File: src/rtl/ex_mem_stage_reg_if.sv
// EX/MEM stage bus: EX-side controls and data in, registered MEM-side copies out.
// The master modport is the EX/driver view, the slave modport is the stage register view.
interface ex_mem_stage_reg_if #(
  parameter int DATA_W = 32,
  parameter int REG_W  = 5
);
  logic              stall;
  logic              flush;
  logic              in_valid;
  logic              RegWrite;
  logic              MemtoReg;
  logic              Jump;
  logic              MemWrite;
  logic              MemRead;
  logic              Branch;
  logic              zflag;
  logic [DATA_W-1:0] JumpV;
  logic [DATA_W-1:0] OutBranch;
  logic [DATA_W-1:0] AluRes;
  logic [DATA_W-1:0] Data2;
  logic [REG_W-1:0]  writeReg;

  logic              sal_RegWrite;
  logic              sal_MemtoReg;
  logic              sal_Jump;
  logic              sal_MemWrite;
  logic              sal_MemRead;
  logic              sal_Branch;
  logic              sal_zflag;
  logic [DATA_W-1:0] sal_JumpV;
  logic [DATA_W-1:0] sal_OutBranch;
  logic [DATA_W-1:0] sal_AluRes;
  logic [DATA_W-1:0] sal_Data2;
  logic [REG_W-1:0]  sal_writeReg;
  logic              sal_valid;
  logic              sal_PCSrc;

  modport master (
    output stall, flush, in_valid,
    output RegWrite, MemtoReg, Jump, MemWrite, MemRead, Branch, zflag,
    output JumpV, OutBranch, AluRes, Data2, writeReg,
    input  sal_RegWrite, sal_MemtoReg, sal_Jump, sal_MemWrite, sal_MemRead, sal_Branch,
    input  sal_zflag, sal_JumpV, sal_OutBranch, sal_AluRes, sal_Data2, sal_writeReg,
    input  sal_valid, sal_PCSrc
  );

  modport slave (
    input  stall, flush, in_valid,
    input  RegWrite, MemtoReg, Jump, MemWrite, MemRead, Branch, zflag,
    input  JumpV, OutBranch, AluRes, Data2, writeReg,
    output sal_RegWrite, sal_MemtoReg, sal_Jump, sal_MemWrite, sal_MemRead, sal_Branch,
    output sal_zflag, sal_JumpV, sal_OutBranch, sal_AluRes, sal_Data2, sal_writeReg,
    output sal_valid, sal_PCSrc
  );
endinterface

File: src/rtl/ex_mem_stage_reg.sv
// EX/MEM pipeline register with sync reset, stall, flush and valid-gated controls.
// Define EXMEM_PERF_EN to add saturating stall_cnt / flush_cnt performance counters.
module ex_mem_stage_reg #(
  parameter int DATA_W = 32,
  parameter int REG_W  = 5,
  parameter int CNT_W  = 16
) (
  input  logic                clk,
  input  logic                rst,
  ex_mem_stage_reg_if.slave   bus
`ifdef EXMEM_PERF_EN
  ,
  output logic [CNT_W-1:0]    stall_cnt,
  output logic [CNT_W-1:0]    flush_cnt
`endif
);

  logic              r_regWrite;
  logic              r_memtoReg;
  logic              r_jump;
  logic              r_memWrite;
  logic              r_memRead;
  logic              r_branch;
  logic              r_zflag;
  logic [DATA_W-1:0] r_jumpV;
  logic [DATA_W-1:0] r_outBranch;
  logic [DATA_W-1:0] r_aluRes;
  logic [DATA_W-1:0] r_data2;
  logic [REG_W-1:0]  r_writeReg;
  logic              r_valid;
  logic              r_pcSrc;

  logic              w_clear;
  logic              w_load;

  // Reset and flush both empty the stage; stall simply skips the load.
  assign w_clear = rst | bus.flush;
  assign w_load  = ~w_clear & ~bus.stall;

  always_ff @(posedge clk) begin
    if (w_clear) begin
      r_regWrite  <= 1'b0;
      r_memtoReg  <= 1'b0;
      r_jump      <= 1'b0;
      r_memWrite  <= 1'b0;
      r_memRead   <= 1'b0;
      r_branch    <= 1'b0;
      r_zflag     <= 1'b0;
      r_jumpV     <= '0;
      r_outBranch <= '0;
      r_aluRes    <= '0;
      r_data2     <= '0;
      r_writeReg  <= '0;
      r_valid     <= 1'b0;
      r_pcSrc     <= 1'b0;
    end else if (w_load) begin
      r_regWrite  <= bus.RegWrite & bus.in_valid;
      r_memtoReg  <= bus.MemtoReg & bus.in_valid;
      r_jump      <= bus.Jump     & bus.in_valid;
      r_memWrite  <= bus.MemWrite & bus.in_valid;
      r_memRead   <= bus.MemRead  & bus.in_valid;
      r_branch    <= bus.Branch   & bus.in_valid;
      r_zflag     <= bus.zflag;
      r_jumpV     <= bus.JumpV;
      r_outBranch <= bus.OutBranch;
      r_aluRes    <= bus.AluRes;
      r_data2     <= bus.Data2;
      r_writeReg  <= bus.writeReg;
      r_valid     <= bus.in_valid;
      r_pcSrc     <= bus.Branch & bus.zflag & bus.in_valid;
    end
  end

  assign bus.sal_RegWrite  = r_regWrite;
  assign bus.sal_MemtoReg  = r_memtoReg;
  assign bus.sal_Jump      = r_jump;
  assign bus.sal_MemWrite  = r_memWrite;
  assign bus.sal_MemRead   = r_memRead;
  assign bus.sal_Branch    = r_branch;
  assign bus.sal_zflag     = r_zflag;
  assign bus.sal_JumpV     = r_jumpV;
  assign bus.sal_OutBranch = r_outBranch;
  assign bus.sal_AluRes    = r_aluRes;
  assign bus.sal_Data2     = r_data2;
  assign bus.sal_writeReg  = r_writeReg;
  assign bus.sal_valid     = r_valid;
  assign bus.sal_PCSrc     = r_pcSrc;

`ifdef EXMEM_PERF_EN
  logic [CNT_W-1:0] r_stallCnt;
  logic [CNT_W-1:0] r_flushCnt;
  logic [CNT_W-1:0] w_one;

  assign w_one = {{(CNT_W-1){1'b0}}, 1'b1};

  // Counters stick at all-ones rather than wrapping.
  always_ff @(posedge clk) begin
    if (rst) begin
      r_stallCnt <= '0;
      r_flushCnt <= '0;
    end else if (bus.flush) begin
      if (r_flushCnt != {CNT_W{1'b1}}) r_flushCnt <= r_flushCnt + w_one;
    end else if (bus.stall) begin
      if (r_stallCnt != {CNT_W{1'b1}}) r_stallCnt <= r_stallCnt + w_one;
    end
  end

  assign stall_cnt = r_stallCnt;
  assign flush_cnt = r_flushCnt;
`endif

endmodule

File: src/flat_wrapper.sv
// flat-port wrapper written by rule: the top's interface ports become plain ports
module ex_mem_stage_reg_flat 
#(
  parameter int DATA_W = 32,
  parameter int REG_W  = 5,
  parameter int CNT_W  = 16
)
  (clk, rst, bus_stall, bus_flush, bus_in_valid, bus_RegWrite, bus_MemtoReg, bus_Jump, bus_MemWrite, bus_MemRead, bus_Branch, bus_zflag, bus_JumpV, bus_OutBranch, bus_AluRes, bus_Data2, bus_writeReg, bus_sal_RegWrite, bus_sal_MemtoReg, bus_sal_Jump, bus_sal_MemWrite, bus_sal_MemRead, bus_sal_Branch, bus_sal_zflag, bus_sal_JumpV, bus_sal_OutBranch, bus_sal_AluRes, bus_sal_Data2, bus_sal_writeReg, bus_sal_valid, bus_sal_PCSrc);
  ex_mem_stage_reg_if #(.DATA_W(DATA_W), .REG_W(REG_W)) bus_i ();
  input  logic clk;
  input  logic rst;
  input wire logic [$bits(bus_i.stall)-1:0] bus_stall;
  input wire logic [$bits(bus_i.flush)-1:0] bus_flush;
  input wire logic [$bits(bus_i.in_valid)-1:0] bus_in_valid;
  input wire logic [$bits(bus_i.RegWrite)-1:0] bus_RegWrite;
  input wire logic [$bits(bus_i.MemtoReg)-1:0] bus_MemtoReg;
  input wire logic [$bits(bus_i.Jump)-1:0] bus_Jump;
  input wire logic [$bits(bus_i.MemWrite)-1:0] bus_MemWrite;
  input wire logic [$bits(bus_i.MemRead)-1:0] bus_MemRead;
  input wire logic [$bits(bus_i.Branch)-1:0] bus_Branch;
  input wire logic [$bits(bus_i.zflag)-1:0] bus_zflag;
  input wire logic [$bits(bus_i.JumpV)-1:0] bus_JumpV;
  input wire logic [$bits(bus_i.OutBranch)-1:0] bus_OutBranch;
  input wire logic [$bits(bus_i.AluRes)-1:0] bus_AluRes;
  input wire logic [$bits(bus_i.Data2)-1:0] bus_Data2;
  input wire logic [$bits(bus_i.writeReg)-1:0] bus_writeReg;
  output wire logic [$bits(bus_i.sal_RegWrite)-1:0] bus_sal_RegWrite;
  output wire logic [$bits(bus_i.sal_MemtoReg)-1:0] bus_sal_MemtoReg;
  output wire logic [$bits(bus_i.sal_Jump)-1:0] bus_sal_Jump;
  output wire logic [$bits(bus_i.sal_MemWrite)-1:0] bus_sal_MemWrite;
  output wire logic [$bits(bus_i.sal_MemRead)-1:0] bus_sal_MemRead;
  output wire logic [$bits(bus_i.sal_Branch)-1:0] bus_sal_Branch;
  output wire logic [$bits(bus_i.sal_zflag)-1:0] bus_sal_zflag;
  output wire logic [$bits(bus_i.sal_JumpV)-1:0] bus_sal_JumpV;
  output wire logic [$bits(bus_i.sal_OutBranch)-1:0] bus_sal_OutBranch;
  output wire logic [$bits(bus_i.sal_AluRes)-1:0] bus_sal_AluRes;
  output wire logic [$bits(bus_i.sal_Data2)-1:0] bus_sal_Data2;
  output wire logic [$bits(bus_i.sal_writeReg)-1:0] bus_sal_writeReg;
  output wire logic [$bits(bus_i.sal_valid)-1:0] bus_sal_valid;
  output wire logic [$bits(bus_i.sal_PCSrc)-1:0] bus_sal_PCSrc;
  assign bus_i.stall = bus_stall;
  assign bus_i.flush = bus_flush;
  assign bus_i.in_valid = bus_in_valid;
  assign bus_i.RegWrite = bus_RegWrite;
  assign bus_i.MemtoReg = bus_MemtoReg;
  assign bus_i.Jump = bus_Jump;
  assign bus_i.MemWrite = bus_MemWrite;
  assign bus_i.MemRead = bus_MemRead;
  assign bus_i.Branch = bus_Branch;
  assign bus_i.zflag = bus_zflag;
  assign bus_i.JumpV = bus_JumpV;
  assign bus_i.OutBranch = bus_OutBranch;
  assign bus_i.AluRes = bus_AluRes;
  assign bus_i.Data2 = bus_Data2;
  assign bus_i.writeReg = bus_writeReg;
  assign bus_sal_RegWrite = bus_i.sal_RegWrite;
  assign bus_sal_MemtoReg = bus_i.sal_MemtoReg;
  assign bus_sal_Jump = bus_i.sal_Jump;
  assign bus_sal_MemWrite = bus_i.sal_MemWrite;
  assign bus_sal_MemRead = bus_i.sal_MemRead;
  assign bus_sal_Branch = bus_i.sal_Branch;
  assign bus_sal_zflag = bus_i.sal_zflag;
  assign bus_sal_JumpV = bus_i.sal_JumpV;
  assign bus_sal_OutBranch = bus_i.sal_OutBranch;
  assign bus_sal_AluRes = bus_i.sal_AluRes;
  assign bus_sal_Data2 = bus_i.sal_Data2;
  assign bus_sal_writeReg = bus_i.sal_writeReg;
  assign bus_sal_valid = bus_i.sal_valid;
  assign bus_sal_PCSrc = bus_i.sal_PCSrc;
  ex_mem_stage_reg #(.DATA_W(DATA_W), .REG_W(REG_W), .CNT_W(CNT_W)) u_core (.clk(clk), .rst(rst), .bus(bus_i));
endmodule
File: config.mk
export PLATFORM = sky130hd
export DESIGN_NAME = ex_mem_stage_reg_flat
export DESIGN_NICKNAME = d
export VERILOG_FILES = /design/src/rtl/ex_mem_stage_reg_if.sv /design/src/rtl/ex_mem_stage_reg.sv /design/src/flat_wrapper.sv
export SDC_FILE = /design/constraint.sdc
export NUM_CORES = 1
export LEC_CHECK = 0
export ABC_AREA = 1
export BUFFER_PORTS_ARGS = -buffer_cell sky130_fd_sc_hd__buf_4
export CORE_UTILIZATION = 44
export DETAILED_ROUTE_END_ITERATION = 7
export GPL_ROUTABILITY_DRIVEN = 0
export MAX_ROUTING_LAYER = met4
export PLACE_DENSITY = 0.78
export REMOVE_ABC_BUFFERS = 1
export SYNTH_ARGS = -nofsm -noshare
export SYNTH_HDL_FRONTEND = slang
export SYNTH_SLANG_ARGS = --single-unit
File: constraint.sdc
create_clock -name clk -period 1.15 [get_ports clk]
set_clock_uncertainty 0.05 [all_clocks]
set_input_delay 0.23 -clock clk [delete_from_list [all_inputs] [get_ports clk]]
set_output_delay 0.23 -clock clk [all_outputs]
set_load 0.05 [all_outputs]
**Word-level counts from Yosys, hierarchy flattened**

Cells that the tools add are included.

- Flip-flop bits (word level): 142
- Word-level logic and storage cells: 26
- Output and inout bits: 142
- Input bits: 145

- Bitwise logic cells: 12

Operators with widths:

| kind | number |
|---|---|
| 1-bit bitwise AND | 9 |
| 1-bit inverter | 2 |
| 1-bit OR | 1 |

**Logic depth before layout (Yosys ltp)**

- Depth after elaboration: 3
- Gate-level depth with buffers: 6
- Depth with buffers taken out: 4

**Least setup slack after synthesis**

Ideal clock, no wire load.

- Kind: reg2reg
- Start: register, netlist name u_core.bus.sal_PCSrc
- End: register u_core.r_pcSrc (netlist: u_core.bus.sal_PCSrc)
- Period minus slack after synthesis: 989 ps
- Path buffers: 0
- Arrival: 873 ps
- Setup time: 66 ps
- Path slack: 161 ps
- Cell stages (with the launch flop): 5
- Data required time: 1,034 ps
- Cell sequence: dfxtp_1 -> inv_1 -> nand2_1 -> nand2_1 -> a21oi_2

RTL lines:

| element | line | RTL |
|---|---|---|
| end signal: assignment | ex_mem_stage_reg.sv:70 | `r_pcSrc <= bus.Branch & bus.zflag & bus.in_valid;` |
| end: declaration | ex_mem_stage_reg.sv:31 | `logic r_pcSrc;` |

**Final worst setup path**

- Start: register u_core.r_data2[20] (netlist: u_core.bus.sal_Data2[20])
- End: output bus_sal_Data2[20]

RTL lines:

| element | line | RTL |
|---|---|---|
| start: declaration | ex_mem_stage_reg.sv:28 | `logic [DATA_W-1:0] r_data2;` |
| start signal: assignment | ex_mem_stage_reg.sv:67 | `r_data2 <= bus.Data2;` |
| end: declaration | flat_wrapper.sv:37 | `output wire logic [$bits(bus_i.sal_Data2)-1:0] bus_sal_Data2;` |

No word-level cell between the ends.

==> impl_metrics.yaml <==
clock_tree:
  clkLatencyLatePin_ns: 0.42
  numCtsBuffers: 17
  cts_buffer_depth: 2
  root_buffer: "clkbuf_16"
  clk_pin_slew_worst_paths_ns: 0.06
  cts_tree: "built"
  clock-sinks: 142
  cts.htree.levels: 4
placement:
  dp_slack_ns: 0.0213
  numPortBuffers: 286
  hpwl_um: 10300
drt:
  wl_per_cell_um: 18.2
  routed_wirelength_um: 19800
  dr.pass1.iters: 5
  drc: 0
  ant_nets: 0
  via_count: 5684
  vias_per_cell: 5.22
  drt_iter0_drc: 422
timing:
  hold_slack_ns: 0.00446
  worst_pin_slew_ns: 0.374
  min_period_ns: 1.24
  slew_headroom: 0.750
  hold_viol_final: 0
  rsz0062_at_grt: "yes"
  fin_crit_sh: 1.08
  finalSetupViolCount: 142
  slew_violations: 0
  max_freq_mhz: 804
  finalWorstSetupSlack_ns: -0.0944
floorplan:
  die_width_um: 111
  row_count: 39
  die_y_um: 111
  start_util: 0.454
  io_pins: 287
  dieArea_mm2: 0.0123
  floorplan.core_area_mm2: 0.0115
hold_path:
  hold_start: "bus_writeReg[0]"
  whs_path_depth: 3
  worst_hold_path_type: "in -> reg"
synthesis:
  yosysTopAreaCellShare: 0.545
  ys_ff_latch: 142
  synth_cell_types: 16
  synth_cells: 620
  synthTopCellsByArea: "dfxtp_1 55%, nor2_1 12%, nand2_1 8.0%"
  synth_area_leader_cell: "dfxtp_1"
  syn_area_per_cell_um2: 8.41
  ys_seq_area_frac: 0.545
  netlist_area_mm2: 0.00521
  yosys_warnings: 0
layout:
  antennaDiodeCount: 0
  fin_nets: 1078
  drive_above_1_share: 0.564
  synthToLayoutAreaGrowth_pct: 81.4
power:
  leakage_uw: 0.00418
  pwr_density_cell_mw_per_mm2: 1410
  peakVddDrop_uv: 1100
global_routing:
  grt_max_degree: 67
  grt_use_total: 0.298
  grt_pass1_vias: 5538
  grt_pass1_wl_um: 28000
  antenna_found_initial: 0
  overflow: 0
critical_path:
  startpoint_type: "flip-flop"
  cp_max_fo: 2
  r2r_start: "u_core.bus.sal_Jump$_SDFFE_PP0P_"
  required_ns: 0.87
  worst-path-buf-inv: 1
  path_depth: 1
  crit_type: "reg -> out"
  crit_start: "u_core.bus.sal_Data2[20]$_SDFFE_PP0P_"
  max_stage_delay_ns: 0.38
  critPathSlowestCell: "dfxtp_2"
  crit_chain: "buf_8"
  end_kind: "primary output"
  reg2reg_depth: 4
  cpLargestDelayFamily: "flip-flops"
  arrival_ns: 0.96
run_status:
  status: "complete, but fails checks"
  violations: "negative setup slack"
run:
  drv_cap: 0
-- state kept, by name, indices dropped and copies added, names as in the netlist --
| register | count |
|---|---|
| u_core.bus.sal_AluRes | 32 |
| u_core.bus.sal_Data2 | 32 |
| u_core.bus.sal_JumpV | 32 |
| u_core.bus.sal_OutBranch | 32 |
| u_core.bus.sal_writeReg | 5 |
| u_core.bus.sal_Branch | 1 |
| u_core.bus.sal_Jump | 1 |
| u_core.bus.sal_MemRead | 1 |
| u_core.bus.sal_MemWrite | 1 |
| u_core.bus.sal_MemtoReg | 1 |
| u_core.bus.sal_PCSrc | 1 |
| u_core.bus.sal_RegWrite | 1 |
| u_core.bus.sal_valid | 1 |
| u_core.bus.sal_zflag | 1 |
-- per-layer routing --
| layer | wire (um) | share of wire | vias to the layer above | GRT usage |
|---|---|---|---|---|
| li1 | - | - | 2609 | - |
| met1 | 6840 | 0.35 | 2663 | 0.308 |
| met2 | 10200 | 0.52 | 324 | 0.510 |
| met3 | 1600 | 0.081 | 88 | 0.0908 |
| met4 | 1120 | 0.056 | 0 | 0.153 |
| met5 | 0 | 0 | - | - |
-- final cells by class --
| cell class | instances | area, um2 |
|---|---|---|
| repair buffers | 341 | 3680 |
| clock buffers | 27 | 533 |
| multi-input cells | 428 | 1950 |
| inverters | 3 | 13.8 |
| well taps | 143 | 179 |
| flip-flops and latches | 142 | 3020 |
| clock inverters | 5 | 75.1 |
| fillers | 573 | 2020 |
-- final timing paths --
kind	end	slack (ns)
max	bus_sal_Data2[20]	-0.09
min	u_core.bus.sal_writeReg[0]$_SDFFE_PP0P_	0.004
max reg2reg	u_core.bus.sal_Jump$_SDFFE_PP0P_	0.17
min reg2reg	u_core.bus.sal_Data2[28]$_SDFFE_PP0P_	0.42
-- cell families (layout without fill, tap and decap cells) --
group,Yosys count,count (layout),share of synthesized area
simple gates,283,283,0.206
compound gates,145,145,0.169
flops,142,142,0.545
buf+inv,50,376,0.0795
-- through the flow --
stage | util | std cells | power [uW] | area, um2 | TNS [ns]
after floorplan | - | 573 | 6360 | 4810 | -62.58
after CTS | 0.808 | 1077 | 13200 | 9270 | -6.85
after global routing | 0.824 | 1089 | 13800 | 9450 | -9.58
after detailed placement | 0.642 | 1019 | 7300 | 7360 | 0
after global placement | 0.642 | 1019 | 7290 | 7360 | 0
final | 0.824 | 1089 | 13400 | 9450 | -6.32
-- where the power goes --
group | switching [uW] | total (uW) | internal [uW]
sequential | 171 | 5320 | 5150
combinational | 1330 | 2390 | 1060
clock | 2060 | 5650 | 3590
total | 3560 | 13400 | 9800
-- cell usage after synthesis (all sizes together) --
cell type and number:
clkbuf 7, nor2 168, a21oi 60, dfxtp 142, buf 40, nand2 111
inv 3, o21ai 85, nand3 4
-- repair_timing --
action | 4_1_cts | 5_1_grt
resized for setup | 373 | 25
endpoints found under the hold margin | 22 | 0
buffers inserted | 4 | 12
hold buffers | 22 | 0
pin swaps | 0 | 0
setup endpoints to repair | 142 | 142
-- placed cells by master (no fill, tap or decap) --
| master | count |
|---|---|
| a21oi_1 | 19 |
| buf_12 | 8 |
| nor2_1 | 167 |
| clkbuf_1 | 3 |
| nand2_1 | 111 |
| buf_8 | 114 |
| dfxtp_2 | 142 |
| bufinv_16 | 2 |
| clkinv_2 | 3 |
| buf_4 | 169 |
| nand3_1 | 4 |
| inv_1 | 1 |
| clkbuf_8 | 7 |
| inv_4 | 1 |
| inv_2 | 1 |
| nor2_4 | 1 |
| clkbuf_16 | 17 |
| buf_6 | 28 |
| dlygate4sd3_1 | 22 |
| a21oi_2 | 41 |
| o21ai_1 | 22 |
| o21ai_0 | 63 |
(Power assumes the default switching activity.)
